[config.mk]
export PLATFORM = sky130hd
export DESIGN_NAME = pll_lock_sequencer_flat
export DESIGN_NICKNAME = d
export VERILOG_FILES = /design/src/rtl/pll_lock_sequencer_if.sv /design/src/rtl/pll_lock_sequencer.sv /design/src/flat_wrapper.sv
export SDC_FILE = /design/constraint.sdc
export NUM_CORES = 1
export LEC_CHECK = 0
export CAP_MARGIN = 5
export CORE_ASPECT_RATIO = 0.8
export CORE_MARGIN = 1.5
export CORE_UTILIZATION = 53
export CTS_CLUSTER_DIAMETER = 150
export DETAILED_ROUTE_END_ITERATION = 8
export HOLD_SLACK_MARGIN = 0.05
export PLACE_DENSITY_LB_ADDON = 0.2
export SETUP_SLACK_MARGIN = 0.1
export SLEW_MARGIN = 20
export SYNTH_ARGS = -nofsm -noshare
export SYNTH_HDL_FRONTEND = slang
export SYNTH_SLANG_ARGS = --single-unit
[constraint.sdc]
create_clock -name clk -period 2.62 [get_ports clk]
set_clock_uncertainty 0.05 [all_clocks]
set_input_delay 0.262 -clock clk [delete_from_list [all_inputs] [get_ports clk]]
set_output_delay 0.262 -clock clk [all_outputs]
set_load 0.01 [all_outputs]
[src/rtl/pll_lock_sequencer_if.sv]
// Signal bundle between the PLL lock sequencer and the rest of the chip.
//   enable     : request to bring the PLL up (low forces shutdown)
//   pll_lock   : raw PLL LOCK, asynchronous to clk
//   pll_resetb : PLL RESETB, 0 holds the PLL in reset
//   pll_bypass : PLL BYPASS, 1 routes the reference clock to the output
//   pll_ready  : PLL output clock valid for downstream use
//   fault      : retries exhausted, sticky until enable drops
//   retry_cnt  : re-lock attempts used in the current session
//   state      : current sequencer state encoding
// slave is the sequencer side, master is the controlling side.
interface pll_lock_sequencer_if;
  logic       enable;
  logic       pll_lock;
  logic       pll_resetb;
  logic       pll_bypass;
  logic       pll_ready;
  logic       fault;
  logic [3:0] retry_cnt;
  logic [2:0] state;

  modport slave (
    input  enable, pll_lock,
    output pll_resetb, pll_bypass, pll_ready, fault, retry_cnt, state
  );

  modport master (
    output enable, pll_lock,
    input  pll_resetb, pll_bypass, pll_ready, fault, retry_cnt, state
  );
endinterface

[src/rtl/pll_lock_sequencer.sv]
// PLL bring-up sequencer: holds the PLL in reset, waits for a synchronized
// lock, requires a stable lock window before declaring ready, and retries a
// bounded number of times before latching a fault.
// Ports:
//   clk   : PLL reference clock, rising edge
//   rst_n : asynchronous active-low reset
//   bus   : pll_lock_sequencer_if.slave (enable/pll_lock in, status out)
//
// state     | meaning
// IDLE      | PLL in reset and bypassed, counters and retry count cleared
// HOLD      | PLL reset asserted for RESET_CYCLES
// WAIT_LOCK | reset released, waiting for lock within the timeout budget
// SETTLE    | lock seen, counting consecutive lock cycles
// RUN       | PLL output valid
// FAULT     | retries exhausted, bypassed until enable drops
module pll_lock_sequencer #(
  parameter int unsigned RESET_CYCLES  = 16,
  parameter int unsigned LOCK_TIMEOUT  = 4096,
  parameter int unsigned STABLE_CYCLES = 64,
  parameter int unsigned MAX_RETRIES   = 3
) (
  input logic                  clk,
  input logic                  rst_n,
  pll_lock_sequencer_if.slave  bus
);

  typedef enum logic [2:0] {
    IDLE      = 3'd0,
    HOLD      = 3'd1,
    WAIT_LOCK = 3'd2,
    SETTLE    = 3'd3,
    RUN       = 3'd4,
    FAULT     = 3'd5
  } state_e;

  // Down-counters are loaded with N-1 so the terminal count (0) is the Nth cycle.
  localparam logic [15:0] HOLD_LD   = 16'(RESET_CYCLES - 1);
  localparam logic [15:0] TMO_LD    = 16'(LOCK_TIMEOUT - 1);
  localparam logic [15:0] STABLE_LD = 16'(STABLE_CYCLES - 1);
  localparam logic [3:0]  MAX_R     = 4'(MAX_RETRIES);

  logic       sync1_q, lock_s_q;
  state_e     state_q, state_d;
  logic [3:0] retry_q, retry_d;
  logic [15:0] cnt_q, cnt_d;
  logic [15:0] tmo_q, tmo_d;
  logic       retry_req;
  logic       resetb_q, bypass_q, ready_q, fault_q;

  always_ff @(posedge clk or negedge rst_n) begin
    if (!rst_n) begin
      sync1_q  <= 1'b0;
      lock_s_q <= 1'b0;
    end else begin
      sync1_q  <= bus.pll_lock;
      lock_s_q <= sync1_q;
    end
  end

  always_comb begin
    state_d   = state_q;
    retry_d   = retry_q;
    cnt_d     = cnt_q;
    tmo_d     = tmo_q;
    retry_req = 1'b0;
    if (!bus.enable) begin
      state_d = IDLE;
      retry_d = '0;
      cnt_d   = '0;
      tmo_d   = '0;
    end else begin
      case (state_q)
        IDLE: begin
          retry_d = '0;
          tmo_d   = '0;
          cnt_d   = HOLD_LD;
          state_d = HOLD;
        end
        HOLD: begin
          if (cnt_q == 16'd0) begin
            state_d = WAIT_LOCK;
            tmo_d   = TMO_LD;
          end else begin
            cnt_d = cnt_q - 16'd1;
          end
        end
        WAIT_LOCK: begin
          // Lock is checked first so it wins over a coincident timeout.
          if (lock_s_q) begin
            state_d = SETTLE;
            cnt_d   = STABLE_LD;
          end else if (tmo_q == 16'd0) begin
            retry_req = 1'b1;
          end else begin
            tmo_d = tmo_q - 16'd1;
          end
        end
        SETTLE: begin
          // Falling back keeps tmo_q, so the lock budget is shared across bounces.
          if (!lock_s_q) begin
            state_d = WAIT_LOCK;
          end else if (cnt_q == 16'd0) begin
            state_d = RUN;
          end else begin
            cnt_d = cnt_q - 16'd1;
          end
        end
        RUN: begin
          if (!lock_s_q) retry_req = 1'b1;
        end
        FAULT: ;
        default: begin
          state_d = IDLE;
          retry_d = '0;
          cnt_d   = '0;
          tmo_d   = '0;
        end
      endcase
      if (retry_req) begin
        if (retry_q < MAX_R) begin
          retry_d = retry_q + 4'd1;
          cnt_d   = HOLD_LD;
          state_d = HOLD;
        end else begin
          state_d = FAULT;
        end
      end
    end
  end

  // Outputs are decoded from the next state so they change together with state_q.
  always_ff @(posedge clk or negedge rst_n) begin
    if (!rst_n) begin
      state_q  <= IDLE;
      retry_q  <= '0;
      cnt_q    <= '0;
      tmo_q    <= '0;
      resetb_q <= 1'b0;
      bypass_q <= 1'b1;
      ready_q  <= 1'b0;
      fault_q  <= 1'b0;
    end else begin
      state_q  <= state_d;
      retry_q  <= retry_d;
      cnt_q    <= cnt_d;
      tmo_q    <= tmo_d;
      resetb_q <= (state_d == WAIT_LOCK) || (state_d == SETTLE) || (state_d == RUN);
      bypass_q <= (state_d == IDLE) || (state_d == FAULT);
      ready_q  <= (state_d == RUN);
      fault_q  <= (state_d == FAULT);
    end
  end

  assign bus.pll_resetb = resetb_q;
  assign bus.pll_bypass = bypass_q;
  assign bus.pll_ready  = ready_q;
  assign bus.fault      = fault_q;
  assign bus.retry_cnt  = retry_q;
  assign bus.state      = state_q;

endmodule
[src/flat_wrapper.sv]
// flat-port wrapper written by rule: the top's interface ports become plain ports
module pll_lock_sequencer_flat 
#(
  parameter int unsigned RESET_CYCLES  = 16,
  parameter int unsigned LOCK_TIMEOUT  = 4096,
  parameter int unsigned STABLE_CYCLES = 64,
  parameter int unsigned MAX_RETRIES   = 3
)
  (clk, rst_n, bus_enable, bus_pll_lock, bus_pll_resetb, bus_pll_bypass, bus_pll_ready, bus_fault, bus_retry_cnt, bus_state);
  pll_lock_sequencer_if bus_i ();
  input logic clk;
  input logic rst_n;
  input wire logic [$bits(bus_i.enable)-1:0] bus_enable;
  input wire logic [$bits(bus_i.pll_lock)-1:0] bus_pll_lock;
  output wire logic [$bits(bus_i.pll_resetb)-1:0] bus_pll_resetb;
  output wire logic [$bits(bus_i.pll_bypass)-1:0] bus_pll_bypass;
  output wire logic [$bits(bus_i.pll_ready)-1:0] bus_pll_ready;
  output wire logic [$bits(bus_i.fault)-1:0] bus_fault;
  output wire logic [$bits(bus_i.retry_cnt)-1:0] bus_retry_cnt;
  output wire logic [$bits(bus_i.state)-1:0] bus_state;
  assign bus_i.enable = bus_enable;
  assign bus_i.pll_lock = bus_pll_lock;
  assign bus_pll_resetb = bus_i.pll_resetb;
  assign bus_pll_bypass = bus_i.pll_bypass;
  assign bus_pll_ready = bus_i.pll_ready;
  assign bus_fault = bus_i.fault;
  assign bus_retry_cnt = bus_i.retry_cnt;
  assign bus_state = bus_i.state;
  pll_lock_sequencer #(.RESET_CYCLES(RESET_CYCLES), .LOCK_TIMEOUT(LOCK_TIMEOUT), .STABLE_CYCLES(STABLE_CYCLES), .MAX_RETRIES(MAX_RETRIES)) u_core (.clk(clk), .rst_n(rst_n), .bus(bus_i));
endmodule
* After elaboration in Yosys (flattened, before gate mapping)
Index checks and enable logic that the tools add are counted.
** Word-level totals
- Bits in registers :: 45
- Bits in latches :: 0
- RAM bits :: 0
- Bits in read-only memories :: 0
- Bits of input ports :: 4
- Output and inout port bits :: 11
- Word-level logic and storage cells :: 67
- Memories kept :: 0
** Cells by class
- Add/sub/neg operators :: 3
- $mul :: 0
- Div/mod/pow operators :: 0
- Magnitude comparators :: 1
- Equality and inequality tests :: 13
- Shift-type cells :: 0
- Mux-type cells :: 29
- Bitwise operators :: 0
- Reduce and logical (&&, ||, !) cells :: 11
** Operators with widths (number)
- 2-to-1 mux 16 bit :: 10
- case mux 16 bit (5 select lines) :: 1
- case mux 16 bit (3 select lines) :: 1
- zero test 16 bit :: 2
- subtractor 16 x 1 -> 16 bit, second input constant :: 2
- 2-to-1 mux 3 bit :: 7
- 2-to-1 mux 4 bit :: 4
- case mux 3 bit (5 select lines) :: 1
- equality test 3 x 2 -> 1 bit, second input constant :: 4
- equality test 3 bit, second input constant :: 4
- zero test 3 bit :: 2
- != test 3 bit, second input constant :: 2
- OR reduction 5 bit :: 1
- adder 4 x 1 -> 4 bit, second input constant :: 1
- < comparator 4 x 2 -> 1 bit, second input constant :: 1
- 2-to-1 mux 1 bit :: 4
- AND reduction 4 bit :: 1
- equality test 3 x 1 -> 1 bit, second input constant :: 1
- logical OR 1 bit :: 3
- != test 3 x 2 -> 1 bit, second input constant :: 1
- OR reduction 3 bit :: 1
- != test 2 bit, second input constant :: 1
- case mux 1 bit (2 select lines) :: 1
- OR reduction 2 bit :: 1

* Longest topological paths before layout
Gate-level depths: netlist of run 1.
- Word-level depth :: 10
- Depth in mapped cells :: 9
- Mapped depth without buffers :: 8

* Least setup slack after synthesis of run 1
No wires, ideal clock.
- Kind :: reg2reg
- Start :: register u_core.tmo_q[8]
- End :: register u_core.tmo_q[8]
- Setup time :: 0.136 ns
- Data arrival time :: 2.158 ns
- Required time :: 2.434 ns
- Slack :: 0.276 ns
- Cell stages (with the launch flop) :: 8
- Buffers on the path :: 1
- Period minus slack after synthesis :: 2.344 ns
- Cell sequence :: dfrtp_1 > or4_4 > or4b_4 > o211ai_4 > buf_6 > a21oi_2 > o21ai_1 > nand3_1
** Between the ends
- Word-level cells in the longest chain between the ends :: 5
- Elaborated cells between the ends (all ways) :: 8
- Those cells by class :: add/sub (1); eq/ne (1); mux (4); reduce/logical (2)
** RTL lines
- start, declared :: RTL line pll_lock_sequencer.sv:46 : logic [15:0] tmo_q, tmo_d;
- start signal, assigned :: RTL line pll_lock_sequencer.sv:146 : tmo_q <= tmo_d;
- subtractor 16 x 1 -> 16 bit :: RTL line pll_lock_sequencer.sv:95 : tmo_d = tmo_q - 16'd1;
- 2-to-1 mux 16 bit :: RTL line pll_lock_sequencer.sv:92 : end else if (tmo_q == 16'd0) begin
- 2-to-1 mux 16 bit :: RTL line pll_lock_sequencer.sv:89 : if (lock_s_q) begin
- case mux 16 bit (3 select lines) :: RTL line pll_lock_sequencer.sv:72 : case (state_q)
- 2-to-1 mux 16 bit :: RTL line pll_lock_sequencer.sv:66 : if (!bus.enable) begin
Parallel ways exist; a longest one is shown, timed or not. The select of a mux whose other input is x is not followed.
A chain may end at the register's enable or synchronous reset.

* Final worst setup path of run 1
- Start :: register u_core.tmo_q[9]
- End :: register u_core.tmo_q[10]
The elaborated chain is that of the path after synthesis.

==> flow_summary.toml, run 1 <==
[timing]
period_share = 0.9430
layout_min_cycle_time_ns = 2.471
slew_headroom = 0.4455
setup_viol = 0
max_freq_mhz = 404.8
setup_tns_ns = 0
fin_hold_ws_ns = 0.3038
fin_ws_ns = 0.1494
hold_viol = 0
worst_pin_slew_ns = 0.8254
rsz0062_at_grt = "yes"
slew_violations = 0

[critical_path]
r2r_slack_ns = 0.15
endpoint_kind = "flop"
crit_fanout = 8
critPathLaunchType = "flop"
cp.arrival_ns = 2.59
cp.required_ns = 2.74
crit_type = "reg -> reg"

[routing]
drt_iter0_drc = 223
vias_per_cell = 6.118
drt_first_pass_iters = 5
drtAntennaViolNets = 0
route.detailed.drc = 0
wl_per_cell_um = 15.60
drt_wl_total_um = 6366
via_count = 2496

[job]
maxCapViolations = 0

[synthesis]
synth_compound_area_frac = 0.2226
synth_edf_count = 0
synthAdderAreaFrac = 0.02309
ys_ff_latch = 45
synth_top_area_share = 0.4065
ys_async_sr_fraction = 1.000
synthCells = 316
syn_area_per_cell_um2 = 8.572
synthFlopType = "dfrtp_1"
synth-simple-area-share = 0.2901
ys_types = 54
synth_nets = 325
yosysMostFrequentCell = "dfrtp_1"
synthTopCellsByArea = "dfrtp_1 (41%), nor2_1 (5.0%), nand2_1 (4.4%), a21oi_1 (4.1%), o21ai_0 (3.7%)"
yosysWarnings = 0
synthMuxAreaShare = 0.007390
synth-seq-area-share = 0.4162
synth_top_family_by_area = "simple AND/OR/NAND/NOR gates"
yosysTopAreaCell = "dfrtp_1"
synth_xor_area_frac = 0
synthTopCellsByCount = "dfrtp_1 (44), nor2_1 (36), nand2_1 (32)"
synth_area_um2 = 2709

[grt]
first_global_vias = 2171
globalRouteOverflowTotal = 0
track_usage = 0.2361
antenna_found_initial = 0
grt_pass1_wl_um = 10490
grt_max_degree = 46

[placed_design]
numPortBuffers = 14
dp_hpwl_um = 4381
place_inst = 396
place_congestion = 0.8642
post-place-ws_ns = 0.03496
dpl_cell_area_um2 = 2973

[finish]
areaGrowthSynthToFinish_pct = 17.41
diodes = 0
finalNonFillerCells = 408
n_fill_cell = 436
nNetsFinal = 354
finalCoreUtilization = 0.6389
drive_gt1_frac = 0.1445
final_cell_area_um2 = 3181

[floorplanning]
start_util = 0.5441
die_h_um = 66.95
rows = 23
dieArea_um2 = 5552
core_um2 = 4979
ios = 15
die_w_um = 82.93

[clock_tree]
root_buffer = "clkbuf_8"
cts.sink_count = 45
cts_buffer_depth = 2
cts_tree = "done"
numCtsBuffers = 5
path_clk_slew_ns = 0.09
htree_levels = 2
clk_latency_ns = 0.30

[status]
status = "finished, final reports clean"

[pwr]
p_leak_nw = 1.430
vdd_drop_max_uv = 547.3
powerDensity_nw_per_um2 = 1207
p_total_mw = 3.839

[worst_hold_path]
min_path_type = "reg -> reg"
[state kept, by name, summed over array words and instances, names as in the netlist, 3 cells and up]
register / count
u_core.cnt_q: 16
u_core.bus.state: 3
u_core.bus.retry_cnt: 4
u_core.tmo_q: 16
[power breakdown]
part | internal [mW] | switching [mW] | total [mW]
sequential | 0.877 | 0.206 | 1.08
combinational | 0.888 | 1.32 | 2.21
clock | 0.311 | 0.239 | 0.551
total | 2.08 | 1.76 | 3.84
[metal layers]
metal  up-vias  global-route usage  routed length, um
met5         -                   0                  0
met4         0             0.06250                 53
met3         5             0.04213                285
met2        72              0.3648               2822
met1      1202              0.3421               3205
li1       1217                   -                  -
[cell families after synthesis]
group | Yosys count
compound gates | 91
simple gates | 151
flops | 45
mux | 2
fa+ha+maj | 5
buf+inv | 22
[cell usage in the layout, fill, tap and decap left out, types with 3 or more instances in the layout]
cell,synthesis,layout
o21ai_1,17,21
nor3b_1,4,4
or4_1,6,6
or3_1,3,3
inv_1,8,8
ha_1,5,5
nor2b_1,5,5
clkdlybuf4s50_1,0,13
nand3_1,14,14
o31ai_1,3,3
o211ai_1,3,3
o21ai_0,20,16
nor2_1,36,35
nor3_1,16,15
a21oi_1,22,21
nand2b_1,11,11
nand2_1,32,32
buf_4,1,19
a311oi_1,7,7
nor4_1,6,6
dfrtp_1,44,44
clkbuf_8,0,6
[worst max-delay path, stage by stage, from the launching register on]
cell and delay [ns]:
dfrtp_1 0.43, or4_4 0.56, or4b_4 0.62, o211ai_4 0.25
buf_12 0.16, nor2_1 0.04, o21ai_1 0.13, o211ai_1 0.10
[layout make-up]
cell class / instances / area, um2 / share of cell area
tap: 62 / 77.57 / 0.02439
clock inverter: 1 / 30.03 / 0.009441
clock buffer: 7 / 86.33 / 0.02714
inverter: 9 / 33.78 / 0.01062
timing repair buffer: 35 / 327.8 / 0.1031
multi-input combinational: 249 / 1498 / 0.4709
sequential: 45 / 1127 / 0.3544
[final timing paths]
kind,startpoint,to,cells after the start
worst max register to register,u_core.tmo_q[9],u_core.tmo_q[10],7
max in group asynchronous,rst_n,u_core.bus.pll_bypass,2
worst min-delay path,u_core.sync1_q,u_core.lock_s_q,0
worst max-delay path,u_core.tmo_q[9],u_core.tmo_q[10],7
worst min register to register,u_core.sync1_q,u_core.lock_s_q,0
min in group asynchronous,rst_n,u_core.cnt_q[8],2
[repair_timing]
item / in CTS / in global routing
setup buffers: 1 / 1
setup endpoints to repair: 6 / 23
hold endpoints to repair: 0 / 44
pin swaps: 1 / 10
cloned: 0 / 1
resized for setup: 1 / 10
hold buffers: 0 / 1
Note: power is estimated with default switching activity, not from simulation.
==> inputs of run 2 (changes only) <==
- PLACE_DENSITY_LB_ADDON: 0.2 -> 0.1
==> run 2 against run 1 <==
  * Via count fell by 1.5%
  * Worst hold slack improved by 0.0092 ns
  * Final cell count fell by 0.49%
  * Combinational power barely moved
  * Register-to-register slack got worse by 0.07 ns
  * Critical path depth did not move
  * Wire length rose by 1.3%
  * Critical path type unchanged
  * Non-clock buffer count fell by 2
  * Largest cell class unchanged
  * Utilization fell by 0.50 points
==> flow_summary.toml, run 2 (synthesis results as in run 1) <==
[clock_tree]
htree_levels = 2
cts_buffer_depth = 2
root_buffer = "clkbuf_8"
cts.sink_count = 45
cts_tree = "done"
clk_latency_ns = 0.29
path_clk_slew_ns = 0.08
numCtsBuffers = 5

[timing]
layout_min_cycle_time_ns = 2.538
setup_tns_ns = 0
max_freq_mhz = 394.0
slew_violations = 0
fin_ws_ns = 0.08186
hold_viol = 0
worst_pin_slew_ns = 0.6435
rsz0062_at_grt = "yes"
slew_headroom = 0.5674
period_share = 0.9688
setup_viol = 0

[finish]
drive_gt1_frac = 0.1453
areaGrowthSynthToFinish_pct = 16.49
final_common_cell = "dfrtp_1"
layout.cells.most_common_list = "dfrtp_1 (44), nor2_1 (34), nand2_1 (32), a21oi_1 (21), o21ai_1 (20)"
diodes = 0
final_cell_area_um2 = 3156
nNetsFinal = 352

[placed_design]
numPortBuffers = 14
dpl_cell_area_um2 = 2970
post-place-ws_ns = 0.06909
place_congestion = 0.8734
dp_hpwl_um = 4564

[routing]
drtAntennaViolNets = 0
drt_wl_total_um = 6451
drt_iter0_drc = 180
route.detailed.drc = 0
via_count = 2459
vias_per_cell = 6.057
drt_first_pass_iters = 4
wl_per_cell_um = 15.89

[pwr]
pwr-share-comb = 0.588
intPower_mw = 1.999
switching_share = 0.4707
vdd_drop_max_uv = 685.1
clkPwrFrac = 0.124
switchingPower_mw = 1.777
powerDensity_nw_per_um2 = 1197
p_leak_nw = 1.413
seq_power_share = 0.288

[grt]
first_global_vias = 2219
grt_pass1_wl_um = 10660
globalRouteOverflowTotal = 0
antenna_found_initial = 0
track_usage = 0.2383
grt_max_degree = 46

[job]
maxCapViolations = 0

[floorplanning]
rows = 23
core_um2 = 4979
die_h_um = 66.95
die_w_um = 82.93
ios = 15
start_util = 0.5441
dieArea_um2 = 5552

[critical_path]
endpoint_kind = "flop"
crit_fanout = 8
cp.required_ns = 2.72
critPathLaunchType = "flop"
crit_type = "reg -> reg"
cp.arrival_ns = 2.64

[status]
status = "finished, final reports clean"

[worst_hold_path]
min_path_type = "reg -> reg"
==> run 2: cell types whose count changed in the layout (fill, tap and decap cells not counted) <==
| cell | previous run | this run |
|---|---|---|
| clkbuf_8 | 6 | 7 |
| o32ai_1 | 0 | 1 |
| o21ai_2 | 1 | 2 |
| o21ai_1 | 21 | 20 |
| buf_4 | 19 | 17 |
| nor2_1 | 35 | 34 |
| o32ai_2 | 1 | 0 |
| clkbuf_1 | 1 | 0 |
| nor3_4 | 0 | 1 |
| nor3_2 | 2 | 1 |
| bufinv_16 | 1 | 0 |
| clkinv_2 | 0 | 1 |
| nor2_2 | 0 | 1 |
==> run 2: final cells by class <==
type / count / area [um2]
clock buffers: 7 / 96.34
clock inverters: 1 / 5.005
fillers: 422 / 1823
inverters: 9 / 33.78
multi-input cells: 249 / 1503
flip-flops and latches: 45 / 1127
well taps: 62 / 77.57
repair buffers: 33 / 312.8
==> run 2: stage by stage <==
stage	hold slack (ns)	std cells	util	power, mW
floorplan	-0.08359	316	-	2.623
global placement	0.2901	394	0.5966	3.122
detailed placement	0.2966	394	0.5966	3.166
CTS	0.1168	402	0.6180	3.660
global route	0.3192	406	0.6338	4.098
finish	0.3130	406	0.6338	3.776
==> run 2: power by group through the flow <==
stage | sequential (mW) | clock, mW | combinational, mW
floorplan | 1.05 | 0 | 1.57
global placement | 1.09 | 0 | 2.03
detailed placement | 1.09 | 0 | 2.08
CTS | 1.08 | 0.483 | 2.10
global route | 1.12 | 0.512 | 2.46
finish | 1.09 | 0.467 | 2.22
==> run 2: layer usage <==
metal	up-vias	routed length (um)	global-route usage
met3	4	270	0.05700
li1	1222	-	-
met4	0	29	0.05833
met5	-	0	0
met2	50	2817	0.3547
met1	1183	3333	0.3483
==> run 2: what timing repair did <==
action                                 in CTS  in global routing
endpoints found under the hold margin       0                 44
cloned                                      0                  1
pin swaps                                   0                 10
hold buffers                                0                  1
setup endpoints to repair                   2                 14
setup buffers                               0                  2
resized for setup                           1                 12
==> run 2: worst max-delay path, stage by stage (launching register included) <==
cell	delay [ns]
dfrtp_1	0.41
or4_4	0.57
or4b_4	0.62
o211ai_4	0.28
clkbuf_16	0.20
a21oi_2	0.04
o21ai_1	0.13
nand3_1	0.09
==> run 2: worst paths after layout <==
kind	start	slack [ns]	endpoint	cells after the start
hold reg to reg	u_core.sync1_q	0.31	u_core.lock_s_q	0
setup reg to reg	u_core.tmo_q[9]	0.08	u_core.tmo_q[8]	7
max in group asynchronous	rst_n	1.68	u_core.tmo_q[4]	2
min in group asynchronous	rst_n	0.46	u_core.cnt_q[13]	2
setup / recovery	u_core.tmo_q[9]	0.08	u_core.tmo_q[8]	7
hold / removal	u_core.sync1_q	0.31	u_core.lock_s_q	0
==> inputs of run 3 (changes only) <==
- CORE_UTILIZATION: 53 -> 30
- SLEW_MARGIN: 20 -> default
==> run 3 against run 2 <==
  * Global-route usage shrank 7.7 points
  * Setup slack gained 0.060 ns
  * Via count shrank 1.8%
  * Maximum frequency grew 2.4%
  * Critical path type unchanged
  * Critical endpoint is now u_core.tmo_q[6]
  * Largest power group unchanged
==> flow_summary.toml, run 3 (synthesis results as in run 1) <==
[timing]
max_freq_mhz = 403.6
fin_ws_ns = 0.1422
rsz0062_at_grt = "yes"
setup_tns_ns = 0
slew_headroom = 0.5662
worst_pin_slew_ns = 0.6452
layout_min_cycle_time_ns = 2.478
setup_viol = 0
slew_violations = 0
hold_viol = 0
period_share = 0.9457

[placed_design]
post-place-ws_ns = 0.1480
dp_hpwl_um = 4908
numPortBuffers = 14
dpl_cell_area_um2 = 3093
place_congestion = 0.8092

[pwr]
powerDensity_nw_per_um2 = 1214
p_leak_nw = 1.468
vdd_drop_max_uv = 463.6

[routing]
vias_per_cell = 5.194
drtAntennaViolNets = 0
route.detailed.drc = 0
drt_first_pass_iters = 4
drt_iter0_drc = 135
via_count = 2415
drt_wl_total_um = 7022
wl_per_cell_um = 15.10

[finish]
areaGrowthSynthToFinish_pct = 23.19
diodes = 0
n_fill_cell = 895
final_cell_area_um2 = 3337
finalCoreUtilization = 0.3865
final_common_cell = "dfrtp_1"
nNetsFinal = 361
layout.cells.most_common_list = "dfrtp_1 (44), nor2_1 (35), nand2_1 (32), buf_4 (25), a21oi_1 (22)"
drive_gt1_frac = 0.1615

[critical_path]
endpoint_kind = "flop"
crit_fanout = 8
critPathLaunchType = "flop"
rr_endpoint = "u_core.tmo_q[6]"
crit_type = "reg -> reg"
cp.arrival_ns = 2.60
r2r_start = "u_core.tmo_q[9]"
reg2reg_depth = 7
cp.required_ns = 2.74
r2r_slack_ns = 0.14

[grt]
grt_pass1_wl_um = 11930
track_usage = 0.1614
first_global_vias = 2269
antenna_found_initial = 0
grt_max_degree = 46
globalRouteOverflowTotal = 0

[floorplanning]
die_h_um = 87.99
dieArea_um2 = 9612
ios = 15
die_w_um = 109.2
start_util = 0.3138
rows = 30
core_um2 = 8633

[clock_tree]
cts_buffer_depth = 2
cts.sink_count = 45
path_clk_slew_ns = 0.06
numCtsBuffers = 5
cts_tree = "done"
clk_latency_ns = 0.29
root_buffer = "clkbuf_16"
htree_levels = 2

[worst_hold_path]
whs_path_depth = 0
min_path_type = "reg -> reg"
hold_path_end = "u_core.lock_s_q"
holdCritStartpoint = "u_core.sync1_q"

[job]
maxCapViolations = 0

[status]
status = "finished, final reports clean"
==> run 3: changes by cell type in the layout (fill, tap and decap cells not counted), moves of 3 or more <==
cell,previous run,this run
clkbuf_1,0,3
clkbuf_16,1,6
clkbuf_8,7,0
buf_4,17,25
==> run 3: how the worst max path moves through the flow <==
stage | start | cells past startpoint | end
floorplan | u_core.tmo_q[8] | 7 | u_core.tmo_q[8]
global placement | u_core.tmo_q[9] | 6 | u_core.tmo_q[0]
detailed placement | u_core.tmo_q[9] | 6 | u_core.tmo_q[0]
CTS | u_core.tmo_q[9] | 6 | u_core.tmo_q[0]
global route | u_core.tmo_q[9] | 7 | u_core.tmo_q[11]
finish | u_core.tmo_q[9] | 7 | u_core.tmo_q[6]
==> run 3: worst max-delay path, stage by stage, from the launching register on <==
cell      delay, ns
dfrtp_1        0.41
or4_4          0.55
or4b_4         0.63
o211ai_4       0.28
buf_12         0.16
a21oi_1        0.04
o21ai_0        0.15
nand3_1        0.09
==> run 3: cell type report <==
cell class,count,area (um2),area share
timing repair buffer,42,377.9,0.1132
inverter,9,33.78,0.01012
sequential,45,1127,0.3378
tap,112,140.1,0.04199
clock buffer,8,136.4,0.04087
multi-input combinational,249,1521,0.4559
==> run 3: what timing repair did <==
item | in CTS | in global routing
buffers inserted | 0 | 3
endpoints found under the hold margin | 44 | 0
hold buffers | 1 | 0
setup endpoints to repair | 0 | 20
gates resized for setup | 0 | 14
==> run 3: where the power goes <==
group / internal (mW) / switching [mW] / total (mW)
registers: 0.878 / 0.204 / 1.08
clock network: 0.355 / 0.267 / 0.622
logic: 0.972 / 1.37 / 2.35
total: 2.21 / 1.85 / 4.05
==> run 3: per-stage QoR <==
step	hold WS, ns	total power, mW	cells
3_5_place_dp	0.2847	3.283	452
3_3_place_gp	0.2837	3.296	452
5_1_grt	0.3194	4.456	465
6_report	0.2973	4.051	465
4_1_cts	0.2990	3.926	461
2_1_floorplan	-0.08359	2.623	316
==> run 3: metal layers <==
| layer | vias to the layer above | GRT usage | share of wire |
|---|---|---|---|
| li1 | 1236 | - | - |
| met1 | 1143 | 0.2424 | 0.54 |
| met2 | 31 | 0.2222 | 0.42 |
| met3 | 5 | 0.04985 | 0.035 |
| met4 | 0 | 0.04014 | 0.0097 |
| met5 | - | 0 | 0 |
